[src/rtl/collision_monitor.sv]
// Collision monitor for a side-scrolling runner: tracks lives, invulnerability
// after a hit and game-over, evaluating only on frame_tick.
// Optional build macro COLLISION_MONITOR_SCORE_EN adds the cleared-obstacle
// score counter; without it the score output is tied to zero.
module collision_monitor #(
  parameter int unsigned PLAYER_X      = 100,
  parameter int unsigned PLAYER_W      = 16,
  parameter int unsigned OBS_W         = 16,
  parameter int unsigned OBS_H         = 32,
  parameter int unsigned LIVES         = 3,
  parameter int unsigned INVULN_FRAMES = 60
) (
  input  logic        clk,
  input  logic        reset,
  input  logic        frame_tick,
  input  logic        start,
  input  logic [9:0]  jump_height,
  input  logic [9:0]  obs_x,
  input  logic        obs_valid,
  output logic        playing,
  output logic        invuln,
  output logic        game_over,
  output logic        hit,
  output logic [1:0]  lives,
  output logic [15:0] score
);

  localparam logic [1:0] ST_IDLE   = 2'd0;
  localparam logic [1:0] ST_PLAY   = 2'd1;
  localparam logic [1:0] ST_INVULN = 2'd2;
  localparam logic [1:0] ST_OVER   = 2'd3;

  // Geometry in 11 bits so edge sums cannot wrap.
  localparam logic [10:0] PLAYER_L = 11'(PLAYER_X);
  localparam logic [10:0] PLAYER_R = 11'(PLAYER_X + PLAYER_W);
  localparam logic [10:0] OBS_W11  = 11'(OBS_W);
  localparam logic [10:0] OBS_H11  = 11'(OBS_H);

  logic [1:0]  state_q, state_d;
  logic [1:0]  lives_q, lives_d;
  logic [7:0]  cnt_q, cnt_d;
  logic        hit_d;
  logic [10:0] obs_l, obs_r;
  logic        overlap;

  // Obstacle/player bounding-box overlap, player must be below obstacle top.
  always_comb begin
    obs_l   = {1'b0, obs_x};
    obs_r   = obs_l + OBS_W11;
    overlap = obs_valid && (obs_l < PLAYER_R) && (obs_r > PLAYER_L) &&
              ({1'b0, jump_height} < OBS_H11);
  end

  // Game state machine; nothing moves without a frame tick.
  always_comb begin
    state_d = state_q;
    lives_d = lives_q;
    cnt_d   = cnt_q;
    hit_d   = 1'b0;
    if (frame_tick) begin
      case (state_q)
        ST_IDLE, ST_OVER: begin
          if (start) begin
            state_d = ST_PLAY;
            lives_d = 2'(LIVES);
            cnt_d   = 8'd0;
          end
        end
        ST_PLAY: begin
          if (overlap) begin
            hit_d   = 1'b1;
            lives_d = lives_q - 2'd1;
            if (lives_q == 2'd1) begin
              state_d = ST_OVER;
            end else begin
              state_d = ST_INVULN;
              cnt_d   = 8'(INVULN_FRAMES);
            end
          end
        end
        ST_INVULN: begin
          cnt_d = cnt_q - 8'd1;
          if (cnt_q == 8'd1) state_d = ST_PLAY;
        end
        default: state_d = ST_IDLE;
      endcase
    end
  end

  // State and registered status outputs decoded from the next state.
  always_ff @(posedge clk or negedge reset) begin
    if (!reset) begin
      state_q   <= ST_IDLE;
      lives_q   <= 2'd0;
      cnt_q     <= 8'd0;
      hit       <= 1'b0;
      playing   <= 1'b0;
      invuln    <= 1'b0;
      game_over <= 1'b0;
    end else begin
      state_q   <= state_d;
      lives_q   <= lives_d;
      cnt_q     <= cnt_d;
      hit       <= hit_d;
      playing   <= (state_d == ST_PLAY) || (state_d == ST_INVULN);
      invuln    <= (state_d == ST_INVULN);
      game_over <= (state_d == ST_OVER);
    end
  end

  assign lives = lives_q;

`ifdef COLLISION_MONITOR_SCORE_EN
  logic [15:0] score_q, score_d;
  logic        passed_q, passed_d;
  logic        start_game, active, cleared, fresh;

  // Score an obstacle once when its right edge is at or left of the player.
  always_comb begin
    start_game = frame_tick && start && ((state_q == ST_IDLE) || (state_q == ST_OVER));
    active     = (state_q == ST_PLAY) || (state_q == ST_INVULN);
    cleared    = (obs_r <= PLAYER_L);
    fresh      = !obs_valid || (obs_l >= PLAYER_R);
    score_d    = score_q;
    passed_d   = passed_q;
    if (start_game) begin
      score_d  = 16'd0;
      passed_d = 1'b0;
    end else if (frame_tick && active) begin
      if (obs_valid && !passed_q && cleared) begin
        passed_d = 1'b1;
        if (score_q != 16'hFFFF) score_d = score_q + 16'd1;
      end else if (fresh) begin
        passed_d = 1'b0;
      end
    end
  end

  // Score and pass-tracking registers.
  always_ff @(posedge clk or negedge reset) begin
    if (!reset) begin
      score_q  <= 16'd0;
      passed_q <= 1'b0;
    end else begin
      score_q  <= score_d;
      passed_q <= passed_d;
    end
  end

  assign score = score_q;
`else
  assign score = 16'd0;
`endif

endmodule

[config.mk]
export PLATFORM = sky130hd
export DESIGN_NAME = collision_monitor
export DESIGN_NICKNAME = d
export VERILOG_FILES = /design/src/rtl/collision_monitor.sv
export SDC_FILE = /design/constraint.sdc
export NUM_CORES = 1
export LEC_CHECK = 0
export BUFFER_PORTS_ARGS = -buffer_cell sky130_fd_sc_hd__buf_2
export CAP_MARGIN = 20
export CORE_ASPECT_RATIO = 0.7
export CORE_MARGIN = 5
export CORE_UTILIZATION = 25
export DETAILED_ROUTE_END_ITERATION = 12
export GPL_ROUTABILITY_DRIVEN = 0
export PLACE_DENSITY = 0.46
export SYNTH_ARGS = -nofsm -noshare
export SYNTH_HDL_FRONTEND = slang
export SYNTH_SLANG_ARGS = --single-unit
[constraint.sdc]
create_clock -name clk -period 4.7 [get_ports clk]
set_clock_uncertainty 0.2 [all_clocks]
set_input_delay 0.705 -clock clk [delete_from_list [all_inputs] [get_ports clk]]
set_output_delay 0.705 -clock clk [all_outputs]
set_load 0.02 [all_outputs]
==> impl_metrics.env, run 1 <==
export IMPL_outcome="complete, no violations"
export IMPL_fp_coreArea_mm2=0.004887
export IMPL_htreeDepth=1
export IMPL_vdd_drop_max_v=0.0002462
export IMPL_netlist_top_cells_area="dfrtp_1, buf_4, ha_1, nor2_1, o41ai_1"
export IMPL_finalCritPeriodShare_pct=57.90
export IMPL_postRouteAntennaNets=0
export IMPL_cts_buffers=3
export IMPL_drt_iter0_markers=90
export IMPL_clock_path_buffers=2
export IMPL_cts_resized=0
export IMPL_cp_cell_sequence="buf_2 -> ha_1 -> xnor2_1 -> or3_4 -> o211a_4 -> or3_4 -> mux2_4"
export IMPL_hp_class="input pin to async pin"
export IMPL_worstPathMaxFanout=8
export IMPL_syn_area_per_cell_um2=8.878
export IMPL_cts_tree="done"
export IMPL_io_buffers=25
export IMPL_syn_inst=146
export IMPL_die_h_um=70.25
export IMPL_grt_pass1_vias=1127
export IMPL_synth_edf_count=0
export IMPL_cts_sinks=16
export IMPL_worst_setup_path_type="input pin to register"
export IMPL_final_util_pct=30.36
export IMPL_postCtsSetupRepairBufs=0
export IMPL_clock_latency_ps=250
export IMPL_die_area_mm2=0.006748
export IMPL_reg2reg_from="cnt_q[3]"
export IMPL_maxClockFrequency_mhz=367.5
export IMPL_nets=205
export IMPL_cts_root_buf="clkbuf_8"
export IMPL_drive_gt1_share_pct=22.81
export IMPL_swShare_pct=44.04
export IMPL_r2r_end="playing"
export IMPL_diodes=0
export IMPL_synth_seq_cells=16
export IMPL_routed_wl_um=3181
export IMPL_drv_slew=0
export IMPL_post_route_min_period_ps=2721
export IMPL_fin_ws_ps=1979
export IMPL_crit_path_frequent_cell="or3_4"
export IMPL_critical_path_startpoint_type="input pin"
export IMPL_pre_cts_slack_ps=1722
export IMPL_internal_power_mw=0.3769
export IMPL_p_leak_nw=0.6899
export IMPL_grt_pass1_wl_um=5375
export IMPL_seqPwrFrac_pct=33.6
export IMPL_cts_hold_buf=0
export IMPL_die_w_um=96.07
export IMPL_hold_viol=0
export IMPL_grt_setup_unrepaired="no"
export IMPL_vias_per_cell=4.675
export IMPL_drtPass1Iterations=4
export IMPL_critPathTopFamily="simple AND/OR/NAND/NOR gates"
export IMPL_rows=21
export IMPL_routedWlPerCell_um=13.25
export IMPL_syn_area_mm2=0.001296
export IMPL_r2r_setup_slack_ps=2150
export IMPL_cp_end_kind="register"
export IMPL_yosysSeqAreaShare_pct=30.89
export IMPL_synth_top_area_share_pct=30.89
export IMPL_clkTransAtPathRegs_ps=70
export IMPL_grt_antenna_before_repair=0
export IMPL_ys_types=41
export IMPL_fin_tns_setup_ps=0
export IMPL_tightest_slew_ps=845.7
export IMPL_crit_arrival_ps=2660
export IMPL_p_switching_mw=0.2966
export IMPL_maxCapViolCount=0
export IMPL_power_density_mw_per_mm2=453.9
export IMPL_ys_warnings_count=0
export IMPL_power_share_combinational_pct=48.3
export IMPL_max_stage_delay_ps=450
export IMPL_ff2ff_path_depth=6
export IMPL_synth_ff_type="dfrtp_1"
export IMPL_area_delta_synth_final_pct=14.48
export IMPL_synthArstFlopShare_pct=100.0
export IMPL_num_vias=1122
export IMPL_io_pins=47
export IMPL_start_util_pct=26.52
export IMPL_drc=0
export IMPL_grt_max_degree=17
export IMPL_crit_buf_inv=1
export IMPL_dp_hpwl_um=2567
export IMPL_clock_power_share_pct=18.2
export IMPL_required_ps=4640
export IMPL_max_slew_margin_pct=43.10
export IMPL_grt_overflow=0
export IMPL_setup_viol=0
export IMPL_grtUsageTotal_pct=9.989
export IMPL_synth_largest_area_cell="dfrtp_1"
export IMPL_cpMaxStageDelayCell="or3_4"
export IMPL_hold_ws_ps=163.3
[final cells by class]
cell class / instances / area [µm²]
Tap cell: 69 / 86.33
Multi-Input combinational cell: 114 / 768.2
Timing Repair Buffer: 26 / 132.6
Fill cell: 542 / 3403
Sequential cell: 16 / 400.4
Inverter: 11 / 41.29
Clock buffer: 4 / 55.05
[sequential cells by signal, indices dropped and copies added, names as in the netlist, named ones only]
register / count
state_q: 1
game_over: 1
playing: 1
cnt_q: 8
lives: 2
hit: 1
invuln: 1
[Yosys cell counts, types with 2 or more instances]
cell type	number
buf_4	16
dfrtp_1	16
nor2_1	14
inv_1	11
nand2_1	9
ha_1	8
o21ai_0	6
o41ai_1	6
a21oi_1	5
a31oi_1	5
nand2b_1	3
nor3_1	3
nor4_1	3
o21a_1	3
o31ai_1	3
a311oi_1	2
clkbuf_1	2
mux2i_1	2
nor2b_1	2
nor4b_1	2
o2111ai_1	2
o211ai_1	2
or2_2	2
or3_4	2
[power groups by stage]
| stage | sequential, mW | combinational (mW) | clock [mW] |
|---|---|---|---|
| floorplan | 0.230 | 0.238 | 0 |
| detailed placement | 0.226 | 0.322 | 0 |
| global placement | 0.223 | 0.316 | 0 |
| global route | 0.230 | 0.371 | 0.131 |
| CTS | 0.224 | 0.323 | 0.126 |
| finish | 0.226 | 0.325 | 0.122 |
[cells in the final DEF, fill, tap and decap left out, types with 3 or more instances in the layout]
master,count
o21a_1,3
o21ai_0,6
buf_2,25
nor3_1,3
nor2_1,14
nor4_1,3
clkbuf_8,4
o41ai_1,6
dfrtp_1,16
conb_1,16
a31oi_1,5
nand2_1,9
nand2b_1,3
ha_1,8
inv_1,11
o31ai_1,3
a21oi_1,5
[cells by family (layout without fill, tap and decap cells)]
logic type,count (synthesis),count (layout),synth area share (%)
flip-flops,16,16,30.89
XOR/XNOR,1,1,0.6758
AO/OA/AOI/OAI,39,39,22.68
other,1,16,0.2893
buffers and inverters,31,41,14.19
AND/OR/NAND/NOR,47,47,20.85
adder cells (fa/ha/maj),8,8,7.722
multiplexers,3,3,2.702
[worst max-delay path by stage]
stage	start	to	slack (ps)	depth (start not counted)
detailed placement	obs_x[4]	cnt_q[1]	1720	7
finish	obs_x[4]	cnt_q[1]	1980	7
global route	obs_x[7]	cnt_q[1]	1900	6
floorplan	obs_x[4]	cnt_q[1]	1900	7
CTS	obs_x[4]	cnt_q[1]	1990	7
global placement	obs_x[4]	cnt_q[1]	1740	7
[routing by layer]
| layer | GRT usage (%) | wire length [µm] |
|---|---|---|
| met3 | 3.004 | 234 |
| met2 | 13.85 | 1286 |
| met5 | 0 | 0 |
| met1 | 15.08 | 1644 |
| met4 | 1.893 | 17 |
[per-stage QoR]
step / cell area (µm²) / power, mW / instances
finish: 1484 / 0.6736 / 240
global route: 1484 / 0.7326 / 240
CTS: 1484 / 0.6734 / 240
detailed placement: 1429 / 0.5477 / 236
global placement: 1429 / 0.5387 / 236
floorplan: 1353 / 0.4679 / 161
Power figures use the tool's default switching activity.
==> run 2: changes to the inputs <==
==> constraint.sdc (replaced) <==
create_clock -name clk -period 2.7 [get_ports clk]
set_clock_uncertainty 0.2 [all_clocks]
set_input_delay 0.405 -clock clk [delete_from_list [all_inputs] [get_ports clk]]
set_output_delay 0.405 -clock clk [all_outputs]
set_load 0.02 [all_outputs]
==> impl_metrics.env, run 2 (synthesized netlist as in run 1, its figures left out) <==
export IMPL_vdd_drop_max_v=0.0003114
export IMPL_grt_pass1_wl_um=5444
export IMPL_critical_path_startpoint_type="input pin"
export IMPL_fillers=529
export IMPL_hold_viol=0
export IMPL_pre_cts_slack_ps=19.56
export IMPL_min_path_cells=3
export IMPL_area_delta_synth_final_pct=18.73
export IMPL_dp_hpwl_um=2641
export IMPL_instances_no_fill=247
export IMPL_cp_end_kind="register"
export IMPL_regMostFlops="cnt_q"
export IMPL_clkTransAtPathRegs_ps=60
export IMPL_grtUsageTotal_pct=10.13
export IMPL_r2r_setup_slack_ps=380
export IMPL_io_pins=47
export IMPL_io_buffers=25
export IMPL_drtPass1Iterations=4
export IMPL_final_util_pct=31.49
export IMPL_grt_pass1_vias=1120
export IMPL_setup_viol=0
export IMPL_grt_overflow=0
export IMPL_die_area_mm2=0.006748
export IMPL_rows=21
export IMPL_fin_ws_ps=271.7
export IMPL_largest_reg_flops=8
export IMPL_routed_wl_um=3243
export IMPL_num_vias=1166
export IMPL_start_util_pct=26.52
export IMPL_die_w_um=96.07
export IMPL_design_area_mm2=0.001539
export IMPL_cts_buffers=3
export IMPL_most_common_layout_cells="buf_2, dfrtp_1, conb_1"
export IMPL_htreeDepth=1
export IMPL_required_ps=2640
export IMPL_final_common_cell="buf_2"
export IMPL_nets=212
export IMPL_hold_ws_ps=224.4
export IMPL_outcome="complete, no violations"
export IMPL_vias_per_cell=4.721
export IMPL_fp_coreArea_mm2=0.004887
export IMPL_die_h_um=70.25
export IMPL_cts_root_buf="clkbuf_8"
export IMPL_tightest_slew_ps=644.2
export IMPL_drt_iter0_markers=111
export IMPL_hp_class="input pin to register"
export IMPL_worst_setup_path_type="input pin to register"
export IMPL_grt_max_degree=17
export IMPL_finalCritPeriodShare_pct=89.94
export IMPL_crit_arrival_ps=2370
export IMPL_power_density_mw_per_mm2=792.3
export IMPL_placed_cells=242
export IMPL_drive_gt1_share_pct=25.28
export IMPL_placed_cell_area_mm2=0.001474
export IMPL_fin_tns_setup_ps=0
export IMPL_cts_tree="done"
export IMPL_clock_path_buffers=2
export IMPL_post_route_min_period_ps=2428
export IMPL_diodes=0
export IMPL_postRouteAntennaNets=0
export IMPL_maxClockFrequency_mhz=411.8
export IMPL_power_total_mw=1.219
export IMPL_grt_setup_unrepaired="no"
export IMPL_worstPathMaxFanout=8
export IMPL_max_slew_margin_pct=56.72
export IMPL_cts_sinks=16
export IMPL_postCtsSetupRepairBufs=0
export IMPL_ff2ff_path_depth=9
export IMPL_maxCapViolCount=0
export IMPL_drv_slew=0
export IMPL_routedWlPerCell_um=13.13
export IMPL_drc=0
export IMPL_p_leak_nw=0.7203
export IMPL_grt_antenna_before_repair=0
export IMPL_clock_latency_ps=250
==> run 2: cell types whose count changed in the layout (fill, tap and decap cells not counted), sizes merged <==
cell,change
dlygate4sd3,+1
buf,+6
==> run 2: timing repair <==
item                                   4_1_cts  5_1_grt
endpoints found under the hold margin       16        0
gates resized for setup                      0        0
hold buffers                                 1        0
==> run 2: cell type report <==
cell class	count	area [µm²]	area share [%]
inverter	11	41.29	2.683
timing repair buffer	33	187.7	12.20
multi-input combinational	114	768.2	49.92
clock buffer	4	55.05	3.577
sequential	16	400.4	26.02
tap	69	86.33	5.610
==> run 2: power by group <==
group	switching (mW)	internal [mW]	leakage, nW	total [mW]
clock network	0.0858	0.129	0.0288	0.215
logic	0.367	0.252	0.489	0.619
registers	0.0683	0.317	0.203	0.385
==> run 2: routing by layer <==
layer  wire length (µm)  track usage (%)  vias to the layer above
met5                  0                0                        -
met2               1435            14.31                       29
met4                 17            2.524                        0
li1                   -                -                      571
met3                201            3.326                        2
met1               1589            14.65                      564
==> run 2: final timing paths <==
check                           end        from
max                        cnt_q[1]    obs_x[4]
min                             hit  frame_tick
max reg2reg                 playing    lives[1]
min reg2reg                cnt_q[7]    cnt_q[7]
max in group asynchronous  lives[1]       reset
min in group asynchronous  cnt_q[1]       reset
==> run 2: critical path: stages <==
cell     delay, ps
buf_2          120
ha_1           260
xnor2_1        170
or3_4          360
o211a_4        290
or3_4          450
mux2_4         310
